### src/rtl/vga_sync_monitor.sv
// Sink-side VGA timing checker: recovers h/v position from the syncs, locks
// after clean frames and reports the per-frame bounding box of lit pixels.
module vga_sync_monitor #(
  parameter int H_VISIBLE   = 640,
  parameter int H_FP        = 16,
  parameter int H_SYNC      = 96,
  parameter int H_BP        = 48,
  parameter int V_VISIBLE   = 480,
  parameter int V_FP        = 10,
  parameter int V_SYNC      = 2,
  parameter int V_BP        = 33,
  parameter int H_ALIGN     = 1,
  parameter int LOCK_FRAMES = 2
) (
  input  logic       clk_25MHz,
  input  logic       rst_n,
  input  logic       vga_hsync,
  input  logic       vga_vsync,
  input  logic [1:0] vga_r,
  input  logic [1:0] vga_g,
  input  logic [1:0] vga_b,
  input  logic       clr_err,
  output logic       locked,
  output logic       frame_done,
  output logic       bbox_valid,
  output logic [9:0] bbox_x0,
  output logic [9:0] bbox_y0,
  output logic [9:0] bbox_x1,
  output logic [9:0] bbox_y1,
  output logic [3:0] err
);

  // state   | meaning
  // SEARCH  | waiting for a vsync fall to start measuring
  // MEASURE | counting consecutive clean frames
  // LOCKED  | timing trusted, bounding box published each frame
  typedef enum logic [1:0] {S_SEARCH, S_MEASURE, S_LOCKED} state_t;

  localparam logic [10:0] LP_H_TOTAL = 11'(H_VISIBLE + H_FP + H_SYNC + H_BP);
  localparam logic [9:0]  LP_H_SYNC  = 10'(H_SYNC);
  localparam logic [9:0]  LP_V_LAST  = 10'(V_VISIBLE + V_FP + V_SYNC + V_BP - 1);
  localparam logic [9:0]  LP_V_SYNC  = 10'(V_SYNC);
  localparam logic [9:0]  LP_HS      = 10'(H_SYNC + H_BP + H_ALIGN);
  localparam logic [9:0]  LP_HE      = 10'(H_SYNC + H_BP + H_ALIGN + H_VISIBLE);
  localparam logic [9:0]  LP_VS      = 10'(V_SYNC + V_BP);
  localparam logic [9:0]  LP_VE      = 10'(V_SYNC + V_BP + V_VISIBLE);
  localparam logic [2:0]  LP_LOCK    = 3'(LOCK_FRAMES);
  localparam logic [9:0]  LP_MAX     = 10'h3FF;

  logic       r_hs1, r_vs1, r_hs2, r_vs2;
  logic [5:0] r_rgb1, r_rgb2;
  logic       r_hs_fall, r_hs_rise, r_vs_fall, r_vs_rise, r_hs_low, r_vs_low;
  logic [9:0] r_hcnt, r_lcnt, r_hs_wid, r_vs_wid;
  logic       r_have_line, r_have_vs;
  logic       r_any;
  logic [9:0] r_min_x, r_min_y, r_max_x, r_max_y;
  state_t     r_state;
  logic [2:0] r_good;
  logic       r_ferr;
  logic       r_locked, r_frame_done, r_bbox_valid;
  logic [9:0] r_bbox_x0, r_bbox_y0, r_bbox_x1, r_bbox_y1;
  logic [3:0] r_err;

  logic [9:0] w_hcnt, w_lcnt, w_lcnt_inc, w_x, w_y;
  logic [3:0] w_ev;
  logic       w_err_any, w_active, w_lit;

  // Two register stages: input capture, then edge detect with data kept aligned.
  always_ff @(posedge clk_25MHz or negedge rst_n) begin
    if (!rst_n) begin
      r_hs1     <= 1'b1;
      r_vs1     <= 1'b1;
      r_hs2     <= 1'b1;
      r_vs2     <= 1'b1;
      r_rgb1    <= '0;
      r_rgb2    <= '0;
      r_hs_fall <= 1'b0;
      r_hs_rise <= 1'b0;
      r_vs_fall <= 1'b0;
      r_vs_rise <= 1'b0;
      r_hs_low  <= 1'b0;
      r_vs_low  <= 1'b0;
    end else begin
      r_hs1     <= vga_hsync;
      r_vs1     <= vga_vsync;
      r_rgb1    <= {vga_r, vga_g, vga_b};
      r_hs2     <= r_hs1;
      r_vs2     <= r_vs1;
      r_rgb2    <= r_rgb1;
      r_hs_fall <= r_hs2 & ~r_hs1;
      r_hs_rise <= ~r_hs2 & r_hs1;
      r_vs_fall <= r_vs2 & ~r_vs1;
      r_vs_rise <= ~r_vs2 & r_vs1;
      r_hs_low  <= ~r_hs1;
      r_vs_low  <= ~r_vs1;
    end
  end

  assign w_hcnt     = r_hs_fall ? '0 : ((r_hcnt == LP_MAX) ? r_hcnt : r_hcnt + 10'd1);
  assign w_lcnt_inc = (r_lcnt == LP_MAX) ? r_lcnt : r_lcnt + 10'd1;
  assign w_lcnt     = r_vs_fall ? '0 : (r_hs_fall ? w_lcnt_inc : r_lcnt);

  assign w_ev[0] = r_hs_fall & r_have_line & (({1'b0, r_hcnt} + 11'd1) != LP_H_TOTAL);
  assign w_ev[1] = r_hs_rise & r_have_line & (r_hs_wid != LP_H_SYNC);
  assign w_ev[2] = r_vs_fall & (r_state != S_SEARCH) & (r_lcnt != LP_V_LAST);
  assign w_ev[3] = r_vs_rise & r_have_vs & (r_vs_wid != LP_V_SYNC);
  assign w_err_any = |w_ev;

  assign w_active = (w_hcnt >= LP_HS) && (w_hcnt < LP_HE) && (w_lcnt >= LP_VS) && (w_lcnt < LP_VE);
  assign w_lit    = w_active && (r_rgb2 != 6'd0);
  assign w_x      = w_hcnt - LP_HS;
  assign w_y      = w_lcnt - LP_VS;

  always_ff @(posedge clk_25MHz or negedge rst_n) begin
    if (!rst_n) begin
      r_hcnt      <= '0;
      r_lcnt      <= '0;
      r_hs_wid    <= '0;
      r_vs_wid    <= '0;
      r_have_line <= 1'b0;
      r_have_vs   <= 1'b0;
    end else begin
      r_hcnt <= w_hcnt;
      r_lcnt <= w_lcnt;
      if (r_hs_fall) begin
        r_have_line <= 1'b1;
        r_hs_wid    <= 10'd1;
      end else if (r_hs_low && r_hs_wid != LP_MAX) begin
        r_hs_wid <= r_hs_wid + 10'd1;
      end
      // Vsync width is measured in lines: hs_falls seen while vsync is low.
      if (r_vs_fall) begin
        r_have_vs <= 1'b1;
        r_vs_wid  <= {9'd0, r_hs_fall};
      end else if (r_vs_low && r_hs_fall && r_vs_wid != LP_MAX) begin
        r_vs_wid <= r_vs_wid + 10'd1;
      end
    end
  end

  always_ff @(posedge clk_25MHz or negedge rst_n) begin
    if (!rst_n) begin
      r_any   <= 1'b0;
      r_min_x <= '0;
      r_min_y <= '0;
      r_max_x <= '0;
      r_max_y <= '0;
    end else if (r_vs_fall) begin
      r_any   <= w_lit && (r_state == S_LOCKED) && !w_err_any;
      r_min_x <= w_x;
      r_min_y <= w_y;
      r_max_x <= w_x;
      r_max_y <= w_y;
    end else if (r_state == S_LOCKED && w_lit) begin
      r_any   <= 1'b1;
      r_min_x <= (!r_any || w_x < r_min_x) ? w_x : r_min_x;
      r_min_y <= (!r_any || w_y < r_min_y) ? w_y : r_min_y;
      r_max_x <= (!r_any || w_x > r_max_x) ? w_x : r_max_x;
      r_max_y <= (!r_any || w_y > r_max_y) ? w_y : r_max_y;
    end
  end

  always_ff @(posedge clk_25MHz or negedge rst_n) begin
    if (!rst_n) begin
      r_state      <= S_SEARCH;
      r_good       <= '0;
      r_ferr       <= 1'b0;
      r_locked     <= 1'b0;
      r_frame_done <= 1'b0;
      r_bbox_valid <= 1'b0;
      r_bbox_x0    <= '0;
      r_bbox_y0    <= '0;
      r_bbox_x1    <= '0;
      r_bbox_y1    <= '0;
      r_err        <= '0;
    end else begin
      r_frame_done <= 1'b0;
      r_err        <= clr_err ? w_ev : (r_err | w_ev);
      unique case (r_state)
        S_SEARCH: begin
          if (r_vs_fall && !w_err_any) begin
            r_state <= S_MEASURE;
            r_good  <= '0;
            r_ferr  <= 1'b0;
          end
        end
        S_MEASURE: begin
          if (r_vs_fall) begin
            if (w_err_any || r_ferr) begin
              r_state <= S_SEARCH;
            end else if (r_good + 3'd1 == LP_LOCK) begin
              r_state  <= S_LOCKED;
              r_locked <= 1'b1;
            end else begin
              r_good <= r_good + 3'd1;
            end
          end else if (w_err_any) begin
            r_ferr <= 1'b1;
          end
        end
        S_LOCKED: begin
          if (w_err_any) begin
            r_state  <= S_SEARCH;
            r_locked <= 1'b0;
          end else if (r_vs_fall) begin
            r_frame_done <= 1'b1;
            r_bbox_valid <= r_any;
            r_bbox_x0    <= r_any ? r_min_x : '0;
            r_bbox_y0    <= r_any ? r_min_y : '0;
            r_bbox_x1    <= r_any ? r_max_x : '0;
            r_bbox_y1    <= r_any ? r_max_y : '0;
          end
        end
        default: begin
          r_state  <= S_SEARCH;
          r_locked <= 1'b0;
        end
      endcase
    end
  end

  assign locked     = r_locked;
  assign frame_done = r_frame_done;
  assign bbox_valid = r_bbox_valid;
  assign bbox_x0    = r_bbox_x0;
  assign bbox_y0    = r_bbox_y0;
  assign bbox_x1    = r_bbox_x1;
  assign bbox_y1    = r_bbox_y1;
  assign err        = r_err;

endmodule
### config.mk
export PLATFORM = sky130hd
export DESIGN_NAME = vga_sync_monitor
export DESIGN_NICKNAME = d
export VERILOG_FILES = /design/src/rtl/vga_sync_monitor.sv
export SDC_FILE = /design/constraint.sdc
export NUM_CORES = 1
export LEC_CHECK = 0
export CAP_MARGIN = 10
export CORE_ASPECT_RATIO = 2
export CORE_UTILIZATION = 35
export CTS_CLUSTER_DIAMETER = 200
export CTS_CLUSTER_SIZE = 24
export DETAILED_ROUTE_END_ITERATION = 10
export PLACE_DENSITY = 0.51
export SLEW_MARGIN = 30
export SYNTH_ARGS = -nofsm -noshare
export SYNTH_HDL_FRONTEND = slang
export SYNTH_SLANG_ARGS = --single-unit
### constraint.sdc
create_clock -name clk_25MHz -period 4.4 [get_ports clk_25MHz]
set_input_delay 0.66 -clock clk_25MHz [delete_from_list [all_inputs] [get_ports clk_25MHz]]
set_output_delay 0.66 -clock clk_25MHz [all_outputs]
set_load 0.1 [all_outputs]
==> results.env <==
MAXCAPVIOLATIONS=0
SYNTH_TOP_CELL_BY_AREA='sky130_fd_sc_hd__dfrtp_1'
SITE_ROW_COUNT=80
DETAIL_ROUTE.DRC_VIOLATIONS=7
CLOCK_SKEW_NS=0.00807
CLOCK_TREE.HTREE_LEVEL_COUNT=4
REPORT.FINAL.HOLD_VIOL_COUNT=0
SETUP_TOTAL_NEGATIVE_SLACK_NS=0
P_INT_mW=3.05
FILL_CELLS=2282
GP_CONGESTION=0.855
GRT_ANTENNA_BEFORE_REPAIR=0
NETLIST_AREA_MM2=0.00844
IO_PINS=58
CLKPWRFRAC_PCT=34.9
SEQUENTIAL_CELL_AREA_MM2=0.00396
CRITICAL_PATH_ARRIVAL_NS=4.54
CRITICAL-PATH-MAX-STAGE-DELAY_NS=0.36
GRT_START_MAX_NET_PINS=90
PLACE_AREA_MM2=0.00985
MIN-DELAY-PATH-CLASS='in -> async'
SYNTH_TOP_FLOP_CELL='sky130_fd_sc_hd__dfrtp_1'
SYNTH_COMMON_CELLS='sky130_fd_sc_hd__dfrtp_1, sky130_fd_sc_hd__nand2_1, sky130_fd_sc_hd__nand3_1'
FIRST_ITER_VIOLATIONS=346
TRITONCTS='done'
SETUP-VIOLATIONS-FINAL=0
CPMAXSTAGEDELAYCELL='sky130_fd_sc_hd__dfrtp_1'
DIEAREA_MM2=0.0248
INITIAL_UTILIZATION_PCT=35.6
FINAL_NET_COUNT=1026
CLOCK_LATENCY_NS=0.43
MIN_PERIOD_OVER_PERIOD_PCT=95.8
CTS_HOLD_BUFFERS=0
WORST-SETUP-PATH-TYPE='reg -> reg'
POWER.STATIC_LEAKAGE_nW=5.11
ASYNC_SET_RESET_FLOP_SHARE_OUT_OF_SYNTHESIS_PCT=100
FINAL-MAX-SLEW-VIOLATION-COUNT=0
POST_DRT_VIA_CELL_RATIO=5.14
SEQ_POWER_SHARE_PCT=38.7
CLOCK_SINK_COUNT=158
FLOORPLAN.DIE.WIDTH_UM=112
DIE-HEIGHT_UM=222
POWER_SWITCHING_SHARE_PCT=29.9
DRIVE_ABOVE_1_SHARE_PCT=18.7
FIRST_PASS_ITERS=10
SYNTH_WARNINGS=0
POST-ROUTE-MIN-PERIOD_NS=4.22
MULTI_INPUT_AREA_MM2=0.00415
CRIT_PATH_CELL_TRACE='ha_2 -> nand3_2 -> o31ai_4 -> mux2i_1 -> inv_1 -> ha_1 -> inv_2 -> nand3_1 -> o2bb2ai_2 -> buf_4 -> nand2_1 -> xnor2_2 -> ha_1 -> nand2_1 -> o21ai_0 -> a21o_1 -> a211oi_2 -> o21bai_1 -> o21ai_1 -> a21o_1 -> buf_12 -> mux2_4'
NUM_ANTENNA_CELLS=0
SYNTH.AVG_CELL_AREA_UM2=10.0
FMAX_MHz=237
VIAS_IN_THE_FIRST_GLOBAL_ROUTE=6686
SYNTHTOPCELLSBYAREA='sky130_fd_sc_hd__dfrtp_1, sky130_fd_sc_hd__ha_1, sky130_fd_sc_hd__nand2_1, sky130_fd_sc_hd__mux2_4, sky130_fd_sc_hd__nand3_1'
CTS_INSERTED_BUFFERS=17
NUMBER_OF_STANDARD_CELLS_AFTER_SYNTHESIS=842
YOSYSUNIQUECELLTYPES=76
SYNTHDOMINANTCELLAREASHARE_PCT=45.7
PRE_CTS_SLACK_NS=-0.184
SW_PWR_mW=1.30
GRT_FIRST_PASS_WIRELENGTH_MM=33.8
ROUTE.VIAS.TOTAL=6498
REG2REGPATHDEPTH=22
CRIT_PATH_START_KIND='flop'
DRTANTENNAVIOLNETS=0
STDCELL_AREA_MM2=0.0106
BUFFER_PORTS.INSERTED=57
ROOT_BUFFER='sky130_fd_sc_hd__clkbuf_16'
CP_MAX_FO=10
CTS.CLK_SLEW.WORST_PATHS_NS=0.06
GLOBAL_ROUTE.USAGE.TOTAL_PCT=17.6
GRT.OVERFLOW.TOTAL=0
SYNTH_EDF_COUNT=0
CORE_MM2=0.0237
TIMING.SLEW.HEADROOM_PCT=32.6
WL_PER_CELL_UM=16.0
CELLPOWERDENSITY_mW_PER_MM2=413
SYNTHESIS.NETS=903
DRT-TOTAL-WL_MM=20.2
COMBINATIONALPOWERSHARE_PCT=26.5
PLACE.DETAILED.HPWL_MM=15.2
POWER.TOTAL_mW=4.36
AREAGROWTHSYNTHTOFINISH_PCT=25.0
POST-SYNTH-TOP-COUNT-CELL='sky130_fd_sc_hd__dfrtp_1'
FINAL_CRITICAL_PATH_SETUP_SLACK_NS=0.183
CRIT_REQUIRED_NS=4.72
RESULT_OF_THE_RUN='finished with violations'
TIGHTESTPINTRANSITION_NS=1.01
CTSLONGESTPATHBUFFERS=2
SYNTH_SEQ_AREA_SHARE_PCT=46.9
FAILED_CHECKS='design-rule violations'
YS_FF_LATCH=158
IR_WORST_VDD_mV=0.190
WORST_SETUP_PATH_END_KIND='flop'
-- logic make-up after synthesis --
| family | Yosys count | share of synthesized area, % |
|---|---|---|
| simple gates | 328 | 19.5 |
| compound gates | 135 | 11.3 |
| flops | 158 | 46.9 |
| fa+ha+maj | 50 | 7.41 |
| xor+xnor | 27 | 2.80 |
| buf+inv | 98 | 4.85 |
| mux | 46 | 7.20 |
-- worst max-delay path: cells and delay by family, from the launching register on --
kind / cells / cell delay (ns)
XOR/XNOR: 1 / 0.22
adder cells (fa/ha/maj): 3 / 0.65
multiplexers: 2 / 0.57
buffers and inverters: 4 / 0.47
AND/OR/NAND/NOR: 4 / 0.40
AO/OA/AOI/OAI: 8 / 1.42
flip-flops: 1 / 0.36
-- layout by cell type, fill, tap and decap left out, drive strengths merged, types with 6 or more instances in the layout --
master         instances
a211oi                 8
a21o                  10
a21oi                 35
a31oi                  8
and2                   9
and3                  10
and4                   7
buf                   85
clkbuf                23
clkdlybuf4s50         56
dfrtp                154
ha                    50
inv                   61
mux2                  37
mux2i                  9
nand2                115
nand2b                 6
nand3                 61
nand4                 20
nor2                  40
nor2b                  9
nor3                  15
o21ai                 31
or3                   10
xnor2                 12
xor2                  15
-- what timing repair did --
item | 4_1_cts | 5_1_grt
pin swaps | 0 | 7
setup endpoints to repair | 20 | 39
cloned | 0 | 0
setup buffers | 1 | 3
resized for setup | 3 | 17
-- power groups by stage --
stage | Sequential, mW | Combinational (mW) | Clock, mW
2_1_floorplan | 1.71 | 0.677 | 0
3_3_place_gp | 1.71 | 1.12 | 0
3_5_place_dp | 1.71 | 1.13 | 0
4_1_cts | 1.68 | 1.15 | 1.57
5_1_grt | 1.70 | 1.28 | 1.63
6_report | 1.68 | 1.15 | 1.52
-- metal layers --
metal / share of wire (%) / global-route usage [%]
met5: 0 / 0
met4: 4.5 / 10.8
met3: 2.5 / 2.95
met2: 55 / 32.0
met1: 38 / 18.6
-- path summary, 6_finish.rpt --
kind / start / end / slack, ns
worst max-delay path: r_lcnt[0] / r_min_y[4] / 0.18
worst min-delay path: rst_n / bbox_y0[5] / 0.25
worst max register to register: r_lcnt[0] / r_min_y[4] / 0.18
worst min register to register: r_rgb1[5] / r_rgb2[5] / 0.34
max in group asynchronous: rst_n / r_hs2 / 3.06
min in group clk_25MHz: r_rgb1[5] / r_rgb2[5] / 0.34
-- stage by stage --
stage	hold slack, ns	utilization (%)	std cells
finish	0.253	44.5	1265
global placement	0.334	41.5	1229
CTS	0.310	44.1	1262
detailed placement	0.337	41.5	1229
global route	0.335	44.5	1265
floorplan	0.331	-	842
-- layout make-up --
type / instances / area share (%)
Timing Repair Buffer: 141 / 11.9
Clock buffer: 23 / 4.43
Clock inverter: 9 / 1.26
Sequential cell: 158 / 37.5
Tap cell: 287 / 3.40
Inverter: 61 / 2.17
Multi-Input combinational cell: 586 / 39.3
No activity file was read; power rests on OpenSTA's default activity.
